### src/rtl/alu_op_sequencer_if.sv
// alu_op_sequencer_if
//   Command and result channels of the ALU operand/result sequencer.
//   Command channel: in_valid/in_ready handshake carrying {in_opcode, in_a, in_b}.
//   Result channel : out_valid/out_ready handshake carrying
//                    {out_result, out_carry, out_zero, out_opcode}.
//   Modports:
//     master - command producer / result consumer (surrounding datapath)
//     slave  - the sequencer itself
interface alu_op_sequencer_if #(
  parameter int DATA_W = 4
);
  logic              in_valid;
  logic              in_ready;
  logic [2:0]        in_opcode;
  logic [DATA_W-1:0] in_a;
  logic [DATA_W-1:0] in_b;

  logic              out_valid;
  logic              out_ready;
  logic [DATA_W-1:0] out_result;
  logic              out_carry;
  logic              out_zero;
  logic [2:0]        out_opcode;

  modport master (
    output in_valid, in_opcode, in_a, in_b, out_ready,
    input  in_ready, out_valid, out_result, out_carry, out_zero, out_opcode
  );

  modport slave (
    input  in_valid, in_opcode, in_a, in_b, out_ready,
    output in_ready, out_valid, out_result, out_carry, out_zero, out_opcode
  );
endinterface

### src/rtl/alu_op_sequencer.sv
// alu_op_sequencer
//   Sequential front/back end for the 4-bit combinational ALU. Commands
//   {opcode, A, B} are buffered in a DEPTH-entry FIFO; the FIFO head drives
//   the ALU inputs, and the ALU outputs are registered into a backpressured
//   single-entry output stage together with the head opcode.
//
//   Ports:
//     clk, rst_n          clock (rising edge), async active-low reset
//     flush               sync clear of FIFO and output stage (out data kept)
//     bus (slave)         command channel in_* and result channel out_*
//     alu_opcode/a/b      head entry to the ALU (zero when FIFO empty)
//     alu_result/carry/zero  ALU outputs
//     fifo_count          FIFO occupancy 0..DEPTH
//
//   Optional feature (macro ALU_SEQ_STICKY_FLAGS_EN):
//     sticky_clr in, sticky_carry/sticky_zero out - OR-accumulated flags over
//     every capture; cleared by sticky_clr (a same-cycle capture wins), not by
//     flush.
module alu_op_sequencer #(
  parameter int DATA_W = 4,
  parameter int DEPTH  = 4
) (
  input  logic                       clk,
  input  logic                       rst_n,
  input  logic                       flush,
  alu_op_sequencer_if.slave          bus,
  output logic [2:0]                 alu_opcode,
  output logic [DATA_W-1:0]          alu_a,
  output logic [DATA_W-1:0]          alu_b,
  input  logic [DATA_W-1:0]          alu_result,
  input  logic                       alu_carry,
  input  logic                       alu_zero,
`ifdef ALU_SEQ_STICKY_FLAGS_EN
  input  logic                       sticky_clr,
  output logic                       sticky_carry,
  output logic                       sticky_zero,
`endif
  output logic [$clog2(DEPTH):0]     fifo_count
);

  localparam int PTR_W = $clog2(DEPTH);
  localparam int CNT_W = PTR_W + 1;

  typedef enum logic {
    S_IDLE = 1'b0,
    S_FULL = 1'b1
  } out_state_t;

  out_state_t state, state_nxt;

  logic [2:0]        mem_op [DEPTH];
  logic [DATA_W-1:0] mem_a  [DEPTH];
  logic [DATA_W-1:0] mem_b  [DEPTH];

  logic [PTR_W-1:0]  wr_ptr;
  logic [PTR_W-1:0]  rd_ptr;
  logic [CNT_W-1:0]  count;

  logic              fifo_empty;
  logic              fifo_full;
  logic              out_valid;
  logic              push_en;
  logic              capture;
  logic              capture_en;

  logic [DATA_W-1:0] out_result_q;
  logic              out_carry_q;
  logic              out_zero_q;
  logic [2:0]        out_opcode_q;

  assign fifo_empty = (count == '0);
  assign fifo_full  = (count == CNT_W'(DEPTH));
  assign out_valid  = (state == S_FULL);

  // Capture is the raw pop opportunity; flush suppresses both push and pop so
  // the FIFO clears cleanly and the output registers keep their last data.
  assign capture    = !fifo_empty && (!out_valid || bus.out_ready);
  assign capture_en = capture && !flush;
  assign push_en    = bus.in_valid && !fifo_full && !flush;

  assign bus.in_ready   = !fifo_full;
  assign bus.out_valid  = out_valid;
  assign bus.out_result = out_result_q;
  assign bus.out_carry  = out_carry_q;
  assign bus.out_zero   = out_zero_q;
  assign bus.out_opcode = out_opcode_q;
  assign fifo_count     = count;

  // ALU drive from the FIFO head
  always_comb begin
    alu_opcode = '0;
    alu_a      = '0;
    alu_b      = '0;
    if (!fifo_empty) begin
      alu_opcode = mem_op[rd_ptr];
      alu_a      = mem_a[rd_ptr];
      alu_b      = mem_b[rd_ptr];
    end
  end

  // FIFO storage (data only; validity is tracked by count)
  always_ff @(posedge clk) begin
    if (push_en) begin
      mem_op[wr_ptr] <= bus.in_opcode;
      mem_a[wr_ptr]  <= bus.in_a;
      mem_b[wr_ptr]  <= bus.in_b;
    end
  end

  // FIFO pointers and occupancy
  always_ff @(posedge clk or negedge rst_n) begin
    if (!rst_n) begin
      wr_ptr <= '0;
      rd_ptr <= '0;
      count  <= '0;
    end else if (flush) begin
      wr_ptr <= '0;
      rd_ptr <= '0;
      count  <= '0;
    end else begin
      if (push_en)    wr_ptr <= wr_ptr + PTR_W'(1);
      if (capture_en) rd_ptr <= rd_ptr + PTR_W'(1);
      case ({push_en, capture_en})
        2'b10:   count <= count + CNT_W'(1);
        2'b01:   count <= count - CNT_W'(1);
        default: count <= count;
      endcase
    end
  end

  // Output-stage FSM
  always_ff @(posedge clk or negedge rst_n) begin
    if (!rst_n) state <= S_IDLE;
    else        state <= state_nxt;
  end

  always_comb begin
    state_nxt = state;
    case (state)
      S_IDLE:  if (capture) state_nxt = S_FULL;
      S_FULL:  if (bus.out_ready && !capture) state_nxt = S_IDLE;
      default: state_nxt = S_IDLE;
    endcase
    if (flush) state_nxt = S_IDLE;
  end

  // Output-stage data registers
  always_ff @(posedge clk or negedge rst_n) begin
    if (!rst_n) begin
      out_result_q <= '0;
      out_carry_q  <= 1'b0;
      out_zero_q   <= 1'b0;
      out_opcode_q <= '0;
    end else if (capture_en) begin
      out_result_q <= alu_result;
      out_carry_q  <= alu_carry;
      out_zero_q   <= alu_zero;
      out_opcode_q <= alu_opcode;
    end
  end

`ifdef ALU_SEQ_STICKY_FLAGS_EN
  // Clear first, then OR in the current capture so a setting capture wins.
  always_ff @(posedge clk or negedge rst_n) begin
    if (!rst_n) begin
      sticky_carry <= 1'b0;
      sticky_zero  <= 1'b0;
    end else begin
      sticky_carry <= (sticky_clr ? 1'b0 : sticky_carry) | (capture_en & alu_carry);
      sticky_zero  <= (sticky_clr ? 1'b0 : sticky_zero)  | (capture_en & alu_zero);
    end
  end
`endif

endmodule

### src/flat_wrapper.sv
// flat-port wrapper written by rule: the top's interface ports become plain ports
module alu_op_sequencer_flat 
#(
  parameter int DATA_W = 4,
  parameter int DEPTH  = 4
)
  (clk, rst_n, flush, alu_opcode, alu_a, alu_b, alu_result, alu_carry, alu_zero, fifo_count, bus_in_valid, bus_in_opcode, bus_in_a, bus_in_b, bus_out_ready, bus_in_ready, bus_out_valid, bus_out_result, bus_out_carry, bus_out_zero, bus_out_opcode);
  alu_op_sequencer_if #(.DATA_W(DATA_W)) bus_i ();
  input  logic clk;
  input  logic rst_n;
  input  logic flush;
  output logic [2:0] alu_opcode;
  output logic [DATA_W-1:0] alu_a;
  output logic [DATA_W-1:0] alu_b;
  input  logic [DATA_W-1:0] alu_result;
  input  logic alu_carry;
  input  logic alu_zero;
  output logic [$clog2(DEPTH):0] fifo_count;
  input wire logic [$bits(bus_i.in_valid)-1:0] bus_in_valid;
  input wire logic [$bits(bus_i.in_opcode)-1:0] bus_in_opcode;
  input wire logic [$bits(bus_i.in_a)-1:0] bus_in_a;
  input wire logic [$bits(bus_i.in_b)-1:0] bus_in_b;
  input wire logic [$bits(bus_i.out_ready)-1:0] bus_out_ready;
  output wire logic [$bits(bus_i.in_ready)-1:0] bus_in_ready;
  output wire logic [$bits(bus_i.out_valid)-1:0] bus_out_valid;
  output wire logic [$bits(bus_i.out_result)-1:0] bus_out_result;
  output wire logic [$bits(bus_i.out_carry)-1:0] bus_out_carry;
  output wire logic [$bits(bus_i.out_zero)-1:0] bus_out_zero;
  output wire logic [$bits(bus_i.out_opcode)-1:0] bus_out_opcode;
  assign bus_i.in_valid = bus_in_valid;
  assign bus_i.in_opcode = bus_in_opcode;
  assign bus_i.in_a = bus_in_a;
  assign bus_i.in_b = bus_in_b;
  assign bus_i.out_ready = bus_out_ready;
  assign bus_in_ready = bus_i.in_ready;
  assign bus_out_valid = bus_i.out_valid;
  assign bus_out_result = bus_i.out_result;
  assign bus_out_carry = bus_i.out_carry;
  assign bus_out_zero = bus_i.out_zero;
  assign bus_out_opcode = bus_i.out_opcode;
  alu_op_sequencer #(.DATA_W(DATA_W), .DEPTH(DEPTH)) u_core (.clk(clk), .rst_n(rst_n), .flush(flush), .bus(bus_i), .alu_opcode(alu_opcode), .alu_a(alu_a), .alu_b(alu_b), .alu_result(alu_result), .alu_carry(alu_carry), .alu_zero(alu_zero), .fifo_count(fifo_count));
endmodule
### config.mk
export PLATFORM = sky130hd
export DESIGN_NAME = alu_op_sequencer_flat
export DESIGN_NICKNAME = d
export VERILOG_FILES = /design/src/rtl/alu_op_sequencer_if.sv /design/src/rtl/alu_op_sequencer.sv /design/src/flat_wrapper.sv
export SDC_FILE = /design/constraint.sdc
export NUM_CORES = 1
export LEC_CHECK = 0
export ABC_CLOCK_PERIOD_IN_PS = 7200
export CORE_MARGIN = 1.5
export CORE_UTILIZATION = 40
export CTS_BUF_LIST = sky130_fd_sc_hd__clkbuf_4
export CTS_CLUSTER_DIAMETER = 80
export CTS_CLUSTER_SIZE = 20
export DETAILED_ROUTE_END_ITERATION = 12
export GPL_ROUTABILITY_DRIVEN = 0
export GPL_TIMING_DRIVEN = 1
export PLACE_DENSITY = 0.73
export REMOVE_ABC_BUFFERS = 1
export SETUP_SLACK_MARGIN = 0.3
export SLEW_MARGIN = 20
export SYNTH_ARGS = -nofsm -noshare
export SYNTH_HDL_FRONTEND = slang
export SYNTH_SLANG_ARGS = --single-unit
### constraint.sdc
create_clock -name clk -period 7.2 [get_ports clk]
set_clock_uncertainty 0.05 [all_clocks]
set_input_delay 1.08 -clock clk [delete_from_list [all_inputs] [get_ports clk]]
set_output_delay 1.08 -clock clk [all_outputs]
set_load 0.02 [all_outputs]
==> impl_metrics.env <==
export IMPL_synth_largest_area_cell="sky130_fd_sc_hd__edfxtp_1"
export IMPL_regToRegSetupSlack_ps=4420
export IMPL_crit_path_end_kind="primary output"
export IMPL_cts_tree="yes"
export IMPL_wire_per_inst_microns=16.01
export IMPL_synth_xor_area_frac=0.01013
export IMPL_synth_sequential_area_ratio=0.6731
export IMPL_design_core_area_sq_mm=0.006314
export IMPL_hold_path_end="u_core.bus.out_result[1]$_DFFE_PN0P_"
export IMPL_syn_mean_instance_area_sq_um=16.96
export IMPL_run_status="finished clean"
export IMPL_die_width_microns=83.55
export IMPL_grt_met1_usage=0.1858
export IMPL_ys_types=35
export IMPL_start_util=0.4110
export IMPL_routed_wirelength_microns=4563
export IMPL_die_ar_sq_mm=0.006980
export IMPL_cts_buffer_depth=2
export IMPL_grt_start_max_net_pins=18
export IMPL_synth_simple_area_share=0.09354
export IMPL_setup_worst_path_start_class="flop"
export IMPL_routed_via_density=5.116
export IMPL_die_y_microns=83.55
export IMPL_vias=1458
export IMPL_fmaxAchievable_ghz=0.2712
export IMPL_numPlacedInstances=269
export IMPL_critical_path_top_delay_family="flip-flops"
export IMPL_layoutNonFillerInstCount=285
export IMPL_muxShareOfSynthArea=0.1345
export IMPL_post_route_cells_drive_above_1_share=0.1587
export IMPL_compound_cell_area_share_of_the_yosys_netlist=0.04436
export IMPL_grt_use_total=0.1463
export IMPL_report_final_hold_viol_count=0
export IMPL_report_power_total_uw=1285
export IMPL_critical_path_slowest_cell="sky130_fd_sc_hd__dfrtp_1"
export IMPL_route_antenna_remaining_nets=0
export IMPL_grt_remaining_overflow=0
export IMPL_busiest_layer="met2"
export IMPL_finalSetupViolCount=0
export IMPL_first_pass_iters=4
export IMPL_design_portCount=47
export IMPL_crit_path_largest_cell_delay_ps=870
export IMPL_cts_sinks=61
export IMPL_buffer_ports_inserted=46
export IMPL_cts_root_buf="sky130_fd_sc_hd__clkbuf_4"
export IMPL_max_cap_viol_count=0
export IMPL_r2r_start="u_core.bus.out_valid$_DFF_PN0_"
export IMPL_synth_warning_count=0
export IMPL_synthCells=153
export IMPL_combinational_family_with_the_most_area_after_synthesis="multiplexers"
export IMPL_holdCritStartpoint="u_core.bus.out_result[1]$_DFFE_PN0P_"
export IMPL_timing_setup_tns_ps=0
export IMPL_tightest_slew_ps=793.8
export IMPL_cp_data_arrival_time_ps=2560
export IMPL_p_leak_uw=0.001139
export IMPL_min_delay_path_class="flop to flop"
export IMPL_ys_async_sr_fraction=0.2787
export IMPL_cts_hold_buf=0
export IMPL_grt_first_pass_wirelength_microns=7624
export IMPL_timing_max_transition_violations_final=0
export IMPL_worstSkewPairLatency_ps=400
export IMPL_post_route_drc_count=0
export IMPL_cp_num_cells=3
export IMPL_leading_post_synthesis_cells_by_cell_area="sky130_fd_sc_hd__edfxtp_1 (51%), sky130_fd_sc_hd__dfrtp_1 (16%), sky130_fd_sc_hd__mux4_2 (9.5%), sky130_fd_sc_hd__nor2b_1 (2.7%), sky130_fd_sc_hd__mux2_1 (2.6%)"
export IMPL_post_cts_resized=0
export IMPL_critical_path_reg2reg_endpoint="u_core.fifo_count[2]$_DFFE_PN0P_"
export IMPL_cts_max_level=3
export IMPL_globalRouteMet3Util=0.04253
export IMPL_crit_type="flop to primary output"
export IMPL_ys_ff_latch=61
export IMPL_ys_flop_type="sky130_fd_sc_hd__edfxtp_1"
export IMPL_areaGrowthSynthToFinish_pct=27.43
export IMPL_irDropWorstVdd_mv=0.2577
export IMPL_cts_setup_buffers=0
export IMPL_dp_hpwl_microns=2935
export IMPL_num_antenna_cells=0
export IMPL_min_delay_path_depth=1
export IMPL_critPathRequiredTime_ps=6070
export IMPL_relSlewSlack=0.4691
export IMPL_grt_antenna_before_repair=0
export IMPL_synth_largest_type_area_fraction=0.5092
export IMPL_worst_path_max_fanout=14
export IMPL_first_global_vias=1538
export IMPL_ys_top_cells_by_count="sky130_fd_sc_hd__edfxtp_1 (44), sky130_fd_sc_hd__dfrtp_1 (17), sky130_fd_sc_hd__mux4_2 (11), sky130_fd_sc_hd__nor2b_1 (11), sky130_fd_sc_hd__mux2_1 (6)"
export IMPL_critical_path_cell_chain="mux4_2 -> and2b_1 -> clkdlybuf4s50_1"
export IMPL_synth_edf_count=44
export IMPL_synthMostInstantiatedCell="sky130_fd_sc_hd__edfxtp_1"
export IMPL_post_route_period_util=0.5121
export IMPL_final_net_count=230
export IMPL_post_route_min_period_ps=3687
export IMPL_drtIter0Drc=95
export IMPL_cts_buffer_count=9
export IMPL_grt_setup_unrepaired="no"
export IMPL_adder_cell_fraction_of_synth_area=0.02700
export IMPL_post_synth_instance_area_sq_mm=0.002595
export IMPL_worst_setup_hold_path_clk_slew_ps=100
export IMPL_timing_critical_path_buf_inv=1
export IMPL_met2_track_demand_over_resource=0.2254
export IMPL_worst_r2r_cell_count=7
export IMPL_fp_row_count=29
export IMPL_power_density_mw_per_mm2=388.6
-- metal layers --
| metal | vias to the layer above | routed length, microns |
|---|---|---|
| li1 | 687 | - |
| met1 | 707 | 1994 |
| met2 | 55 | 2189 |
| met3 | 9 | 284 |
| met4 | 0 | 94 |
| met5 | - | 0 |
-- worst register-to-register path, delay by kind of cell (launching register included) --
kind                     cells  cell delay [ps]
adder cells (fa/ha/maj)      1              450
flip-flops                   1              380
AND/OR/NAND/NOR              3             1430
AO/OA/AOI/OAI                3              390
-- sequential cells by signal, summed over array words and instances (netlist names) --
register and cells:
u_core.fifo_count 3, u_core.bus.out_opcode 3, u_core.wr_ptr 2, u_core.mem_b 16, u_core.bus.out_result 4, u_core.mem_op 12
u_core.bus.out_valid 1, u_core.rd_ptr 2, u_core.bus.out_zero 1, u_core.mem_a 16, u_core.bus.out_carry 1
-- cell type report --
class	instances	area (sq um)
clock inverters	7	113.9
multi-input cells	81	803.3
clock buffers	9	67.56
flip-flops and latches	61	1747
fillers	517	3007
well taps	77	96.34
repair buffers	47	467.9
inverters	3	11.26
-- cells in the final DEF, fill, tap and decap left out, types with 2 or more instances in the layout --
master                             n
sky130_fd_sc_hd__a21o_1            2
sky130_fd_sc_hd__a21oi_1           5
sky130_fd_sc_hd__a31oi_1           2
sky130_fd_sc_hd__and2_1            4
sky130_fd_sc_hd__bufinv_16         3
sky130_fd_sc_hd__clkbuf_4          9
sky130_fd_sc_hd__clkdlybuf4s50_1  46
sky130_fd_sc_hd__clkinv_1          2
sky130_fd_sc_hd__dfrtp_1          17
sky130_fd_sc_hd__edfxtp_1         44
sky130_fd_sc_hd__ha_1              4
sky130_fd_sc_hd__inv_1             3
sky130_fd_sc_hd__mux2_1            6
sky130_fd_sc_hd__mux2_2            3
sky130_fd_sc_hd__mux4_2           11
sky130_fd_sc_hd__nand2_1           3
sky130_fd_sc_hd__nand2b_1          2
sky130_fd_sc_hd__nand3_1           3
sky130_fd_sc_hd__nor2_1            4
sky130_fd_sc_hd__nor2b_1          11
sky130_fd_sc_hd__nor3b_1           3
sky130_fd_sc_hd__o21ai_0           2
sky130_fd_sc_hd__xnor2_1           3
-- worst max-delay path by stage --
stage | from | to | slack, ps
floorplan | bus_out_ready | u_core.fifo_count[2]$_DFFE_PN0P_ | 4100
global placement | bus_out_ready | u_core.fifo_count[2]$_DFFE_PN0P_ | 3500
detailed placement | bus_out_ready | u_core.fifo_count[2]$_DFFE_PN0P_ | 3430
CTS | u_core.rd_ptr[0]$_DFFE_PN0P_ | alu_opcode[2] | 3440
global route | u_core.rd_ptr[0]$_DFFE_PN0P_ | alu_opcode[2] | 3370
finish | u_core.rd_ptr[0]$_DFFE_PN0P_ | alu_opcode[2] | 3510
-- cell families (layout without fill, tap and decap cells) --
logic type | after synthesis | after routing
mux | 20 | 20
simple gates | 38 | 38
xor+xnor | 3 | 3
fa+ha+maj | 5 | 5
flops | 61 | 61
buf+inv | 11 | 66
compound gates | 15 | 15
-- power by group --
group	total [uW]	internal, uW	switching, uW
registers	488	431	56.4
clock network	298	174	124
logic	499	257	242
total	1290	862	423
-- per-stage QoR --
step | instance area [sq um] | setup slack, ps | utilization | hold WS [ps]
floorplan | 2561 | 4102 | - | 486.4
global placement | 3126 | 3495 | 0.4950 | 415.7
detailed placement | 3126 | 3434 | 0.4950 | 424.0
CTS | 3307 | 3435 | 0.5238 | 446.9
global route | 3307 | 3366 | 0.5238 | 477.0
finish | 3307 | 3513 | 0.5238 | 442.2
(Power assumes the default switching activity.)
==> edit 1: new RTL, same settings <==
`DATA_W` is set to 4 in 3 places; all go to 6.
--- a/src/rtl/alu_op_sequencer_if.sv
+++ b/src/rtl/alu_op_sequencer_if.sv
@@ -8,5 +8,5 @@
 //     slave  - the sequencer itself
 interface alu_op_sequencer_if #(
-  parameter int DATA_W = 4
+  parameter int DATA_W = 6
 );
   logic              in_valid;
--- a/src/rtl/alu_op_sequencer.sv
+++ b/src/rtl/alu_op_sequencer.sv
@@ -18,5 +18,5 @@
 //     flush.
 module alu_op_sequencer #(
-  parameter int DATA_W = 4,
+  parameter int DATA_W = 6,
   parameter int DEPTH  = 4
 ) (
--- a/src/flat_wrapper.sv
+++ b/src/flat_wrapper.sv
@@ -2,5 +2,5 @@
 module alu_op_sequencer_flat 
 #(
-  parameter int DATA_W = 4,
+  parameter int DATA_W = 6,
   parameter int DEPTH  = 4
 )
Interface: changed (6 resized); port bits go from 47 to 59. No check against the original RTL was run, so the function may have changed too.
==> edit 1 against the unedited design <==
Setup slack improved by 0.0018 ns; highest routed layer unchanged; clock power grew 22%; global-route usage shrank 0.18 points; first-iteration DRC count grew 5.3%; cell count increased by 23%; total power increased by 25%; area after synthesis is 25% higher; wire length is 29% higher; sequential cell count is 18 higher; cell area rose by 25%; core utilization is 0.62 points higher.
==> edit 1: results (changes against the unedited design) <==
** Logic synthesis
- The share of synthesized registers carrying an async set or reset came to 24.1% (was 27.9%).
- Leading post-synthesis cells by instance count :: edfxtp_1, dfrtp_1, nor2b_1, mux4_2, mux2_2 (was edfxtp_1, dfrtp_1, mux4_2, nor2b_1, mux2_1)
- The complex-gate fraction of the synthesized area came to 3.15% (was 4.44%).
- Fraction of synthesized cell area in xor and xnor cells :: 0.807% (was 1.01%)
- Distinct cell type count of the synthesized netlist :: 32 (was 35)
- Synth top area cells :: edfxtp_1, dfrtp_1, mux4_2 (unchanged)
- Portion of the post-synthesis area used by sequential elements :: 70.0% (was 67.3%)
- The cell count after synthesis was 184 (was 153).
- The count of flip-flops with a built-in enable after synthesis was 60 (was 44).
- The mux share of post-synthesis cell area came to 14.2% (was 13.5%).

** Drt
- Via density per instance :: 5.04 (was 5.12)
- Total via count in the routed design :: 1768 (was 1458)
- Starting DRT DRC Count :: 100 (was 95)

** Clock tree
- Clock slew at the register clock pins of the worst setup and hold paths :: 0.13 ns (was 0.10 ns)

** Placement
- The number of placed cells counting well taps was 335 (was 269).
- Placement Cell Area :: 0.00393 mm² (was 0.00313 mm²)
- The placement-stage worst setup slack came to 3.52 ns (was 3.43 ns).
- IO buf count :: 58 (was 46)

** Layout
- Final-stage net count :: 277 (was 230)
- Largest regs :: u_core.mem_a: 24 flops, u_core.mem_b: 24 flops, u_core.mem_op: 12 flops (was u_core.mem_a: 16 flops, u_core.mem_b: 16 flops, u_core.mem_op: 12 flops)
- Share of final-layout standard cells stronger than drive strength 1 :: 19.3% (was 15.9%)

** Setup path
- The slowest cell on the critical path is nor3_2 (was dfrtp_1).
- The maximum cell stage delay along the critical path was 0.67 ns (was 0.87 ns).
- CP top delay family :: buffers and inverters (was flip-flops)

** Global routing
- The total routing usage reported by global routing came to 14.4% (was 14.6%).
- The global routing met2 resource utilization is 23.5% (was 22.5%).
- Maximum number of pins on one net before global-route repair :: 20 (was 18)
- First-pass GRT wire length :: 9140 µm (was 7620 µm)
- Met3 Use GR :: 4.15% (was 4.25%)

** Run status
- Run status :: complete, no violations (unchanged)

** Power
- Static power due to leakage :: 1.40 nW (was 1.14 nW)
- Max rail drop VDD :: 0.148 mV (was 0.258 mV)

** Timing
- Hold slack :: 0.469 ns (was 0.442 ns)
- The worst-margin pin slew was 0.884 ns (was 0.794 ns).
-- edit 1: cell families after synthesis --
group,count (synthesis)
xor gates and xnor gates,3
adders and majority gates,5
muxes,26
AOI/OAI and AO/OA,15
DFF,79
buffers and inverters,14
and+or+nand+nor,42
-- edit 1: report_power, final --
| group | internal, W | switching (W) |
|---|---|---|
| Combinational | 0.000324 | 0.000294 |
| Clock | 0.000214 | 0.000148 |
| Sequential | 0.000557 | 0.0000681 |
-- edit 1: worst register-to-register path, cell delays in order, from the launching register on --
cell and delay (ns):
dfrtp_1 0.52, nor3_2 0.67, buf_4 0.33, or3_4 0.17, a21oi_1 0.06, fa_1 0.45
or4_1 0.53, a21o_1 0.19, a31oi_1 0.14
-- edit 1: per-layer routing --
metal	share of wire (%)	wire [µm]
met1	43	2510
met2	51	3000
met3	4.1	240
met4	2.2	128
met5	0	0
-- edit 1: area by class of cell --
cell class | count | area [µm²]
Clock buffer | 10 | 75.1
Clock inverter | 6 | 133
Fill cell | 652 | 3670
Inverter | 3 | 11.3
Multi-Input combinational cell | 91 | 917
Sequential cell | 79 | 2280
Tap cell | 102 | 128
Timing Repair Buffer | 60 | 596
-- edit 1: worst paths after layout --
kind,startpoint,endpoint,cells past startpoint
max,u_core.fifo_count[1]$_DFFE_PN0P_,alu_b[1],4
min,u_core.bus.out_result[5]$_DFFE_PN0P_,u_core.bus.out_result[5]$_DFFE_PN0P_,1
max reg2reg,u_core.fifo_count[1]$_DFFE_PN0P_,u_core.fifo_count[2]$_DFFE_PN0P_,8
min reg2reg,u_core.bus.out_result[5]$_DFFE_PN0P_,u_core.bus.out_result[5]$_DFFE_PN0P_,1
max in group asynchronous,rst_n,u_core.rd_ptr[0]$_DFFE_PN0P_,1
min in group asynchronous,rst_n,u_core.bus.out_result[0]$_DFFE_PN0P_,1
==> edit 2: new RTL, same flow settings <==
Without the edit above. Register the output `fifo_count` once more, with the module's reset; this adds one clock of latency there. The other outputs are not delayed to match.
--- a/src/rtl/alu_op_sequencer.sv
+++ b/src/rtl/alu_op_sequencer.sv
@@ -85,5 +85,11 @@
   assign bus.out_zero   = out_zero_q;
   assign bus.out_opcode = out_opcode_q;
-  assign fifo_count     = count;
+  always_ff @(posedge clk or negedge rst_n) begin
+    if (!rst_n) begin
+      fifo_count <= '0;
+    end else begin
+      fifo_count <= count;
+    end
+  end
 
   // ALU drive from the FIFO head
Function: changed (Yosys sat finds a counterexample within 4 cycles, from zero or initial values and one cycle with rst_n low).
==> edit 2 against the unedited design <==
Cell count grew 7.4%; via count grew 6.4%; non-clock buffer count is the same; area after synthesis grew 2.1%; total power shrank 2.0%; combinational power grew 1%; sequential cell count grew 3; global-route usage shrank 0.071 points; setup slack gained 0.0016 ns; cell area shrank 0.11%; wire length grew 4.2%; die area grew 2.0%; count of clock-buffer cells in the layout grew 2.
==> edit 2: results (changes against the unedited design) <==
** Setup path
- The length in cells of the worst reg-to-reg path came to 8 (was 7).
- Endpoint of the lowest-slack register-to-register path :: u_core.count[2]$_DFFE_PN0P_ (was u_core.fifo_count[2]$_DFFE_PN0P_)
- Reg-to-reg setup timing slack :: 4.52 ns (was 4.42 ns)
- CP Capture Point :: alu_opcode[1] (was alu_opcode[2])
- Max stage delay on crit path :: 0.87 ns (about the same)
- The critical-path maximum fanout is 14 (unchanged).
- The dominant delay contributor by cell family on the critical path is flip-flops (unchanged).
- The worst flop-to-flop path startpoint is u_core.count[1]$_DFFE_PN0P_ (was u_core.bus.out_valid$_DFF_PN0_).

** Power
- The switching power as a share of total power came to 34.9% (was 32.9%).
- The maximum vdd ir drop is 0.193 mV (was 0.258 mV).
- Static power due to leakage :: 1.20 nW (was 1.14 nW)

** Logic synthesis
- Synth top area cells: edfxtp_1, dfrtp_1, mux4_2 (unchanged).
- Distinct cell type count of the synthesized netlist :: 33 (was 35)
- Leading post-synthesis cells by instance count :: edfxtp_1, nand2_1, dfrtp_1, nor2b_1, mux4_2 (was edfxtp_1, dfrtp_1, mux4_2, nor2b_1, mux2_1)
- The average cell area after synthesis was 15.0 µm² (was 17.0 µm²).
- The sequential area share after synthesis came to 68.8% (was 67.3%).
- The share of synthesized registers carrying an async set or reset was 31.3% (was 27.9%).

** Drt
- The via density per instance came to 5.07 (was 5.12).
- Post-Route WL :: 4750 µm (was 4560 µm)
- Starting DRT DRC Count :: 68 (was 95)
- Total via count in the routed design :: 1551 (was 1458)

** Global routing
- Number of antenna violations at the first check in global routing :: 0 (unchanged)
- The maximum number of pins on one net before global-route repair was 21 (was 18).
- First-pass GRT wire length :: 7720 µm (was 7620 µm)
- The total routing usage reported by global routing came to 14.6% (about the same).

** Layout
- Share of final-layout standard cells stronger than drive strength 1 :: 12.7% (was 15.9%)
- The net total in the final layout came to 252 (was 230).
- Largest regs :: u_core.mem_a: 16 flops, u_core.mem_b: 16 flops, u_core.mem_op: 12 flops (unchanged)

** Min path
- The terminating pin of the worst hold path is u_core.bus.out_result[3]$_DFFE_PN0P_ (was u_core.bus.out_result[1]$_DFFE_PN0P_).
- Hold Path Origin :: u_core.bus.out_result[3]$_DFFE_PN0P_ (was u_core.bus.out_result[1]$_DFFE_PN0P_)
- Hold path depth :: 2 (was 1)

** Run status
- Run status: complete, no violations (unchanged).

** Placement
- The number of placed cells counting well taps came to 291 (was 269).
[edit 2: power by group through the flow]
| stage | clock [W] | sequential (W) | combinational, W |
|---|---|---|---|
| final | 0.000233 | 0.000522 | 0.000505 |
| after global routing | 0.000254 | 0.000533 | 0.000543 |
| after CTS | 0.000238 | 0.000524 | 0.000513 |
| after detailed placement | 0 | 0.000531 | 0.000511 |
| after global placement | 0 | 0.000530 | 0.000504 |
| after floorplan | 0 | 0.000556 | 0.000257 |
[edit 2: routing by layer]
metal	GRT usage, %	wire length [µm]	up-vias
li1	-	-	742
met1	18.1	2100	765
met2	23.1	2320	38
met3	4.82	255	6
met4	7.04	74	0
met5	0	0	-
[edit 2: tightest hold or removal path: stages (launching register included)]
cell and delay [ns]:
dfrtp_1 0.36, nand2_1 0.05, nand2_1 0.05
[edit 2: cell type report]
cell class                      instances  area, µm²
Inverter                                4       15.0
Timing Repair Buffer                   47        468
Multi-Input combinational cell         99        773
Sequential cell                        64       1820
Clock buffer                           11       82.6
Clock inverter                          4       46.3
Fill cell                             549       3080
Tap cell                               77       96.3
[edit 2: kinds of logic after synthesis]
kind of cell | synth area share [%]
XOR/XNOR | 0.992
buffers and inverters | 2.03
AND/OR/NAND/NOR | 12.5
adder cells (fa/ha/maj) | 2.65
flip-flops | 68.8
multiplexers | 9.35
AO/OA/AOI/OAI | 3.68
[edit 2: through the flow]
step | hold slack (ns) | power (W) | area (µm²) | setup slack [ns]
2_1_floorplan | 0.414 | 0.000812 | 2610 | 4.13
3_3_place_gp | 0.418 | 0.00103 | 3170 | 3.55
3_5_place_dp | 0.416 | 0.00104 | 3170 | 3.44
4_1_cts | 0.440 | 0.00127 | 3300 | 3.46
5_1_grt | 0.464 | 0.00133 | 3300 | 3.34
6_report | 0.435 | 0.00126 | 3300 | 3.51
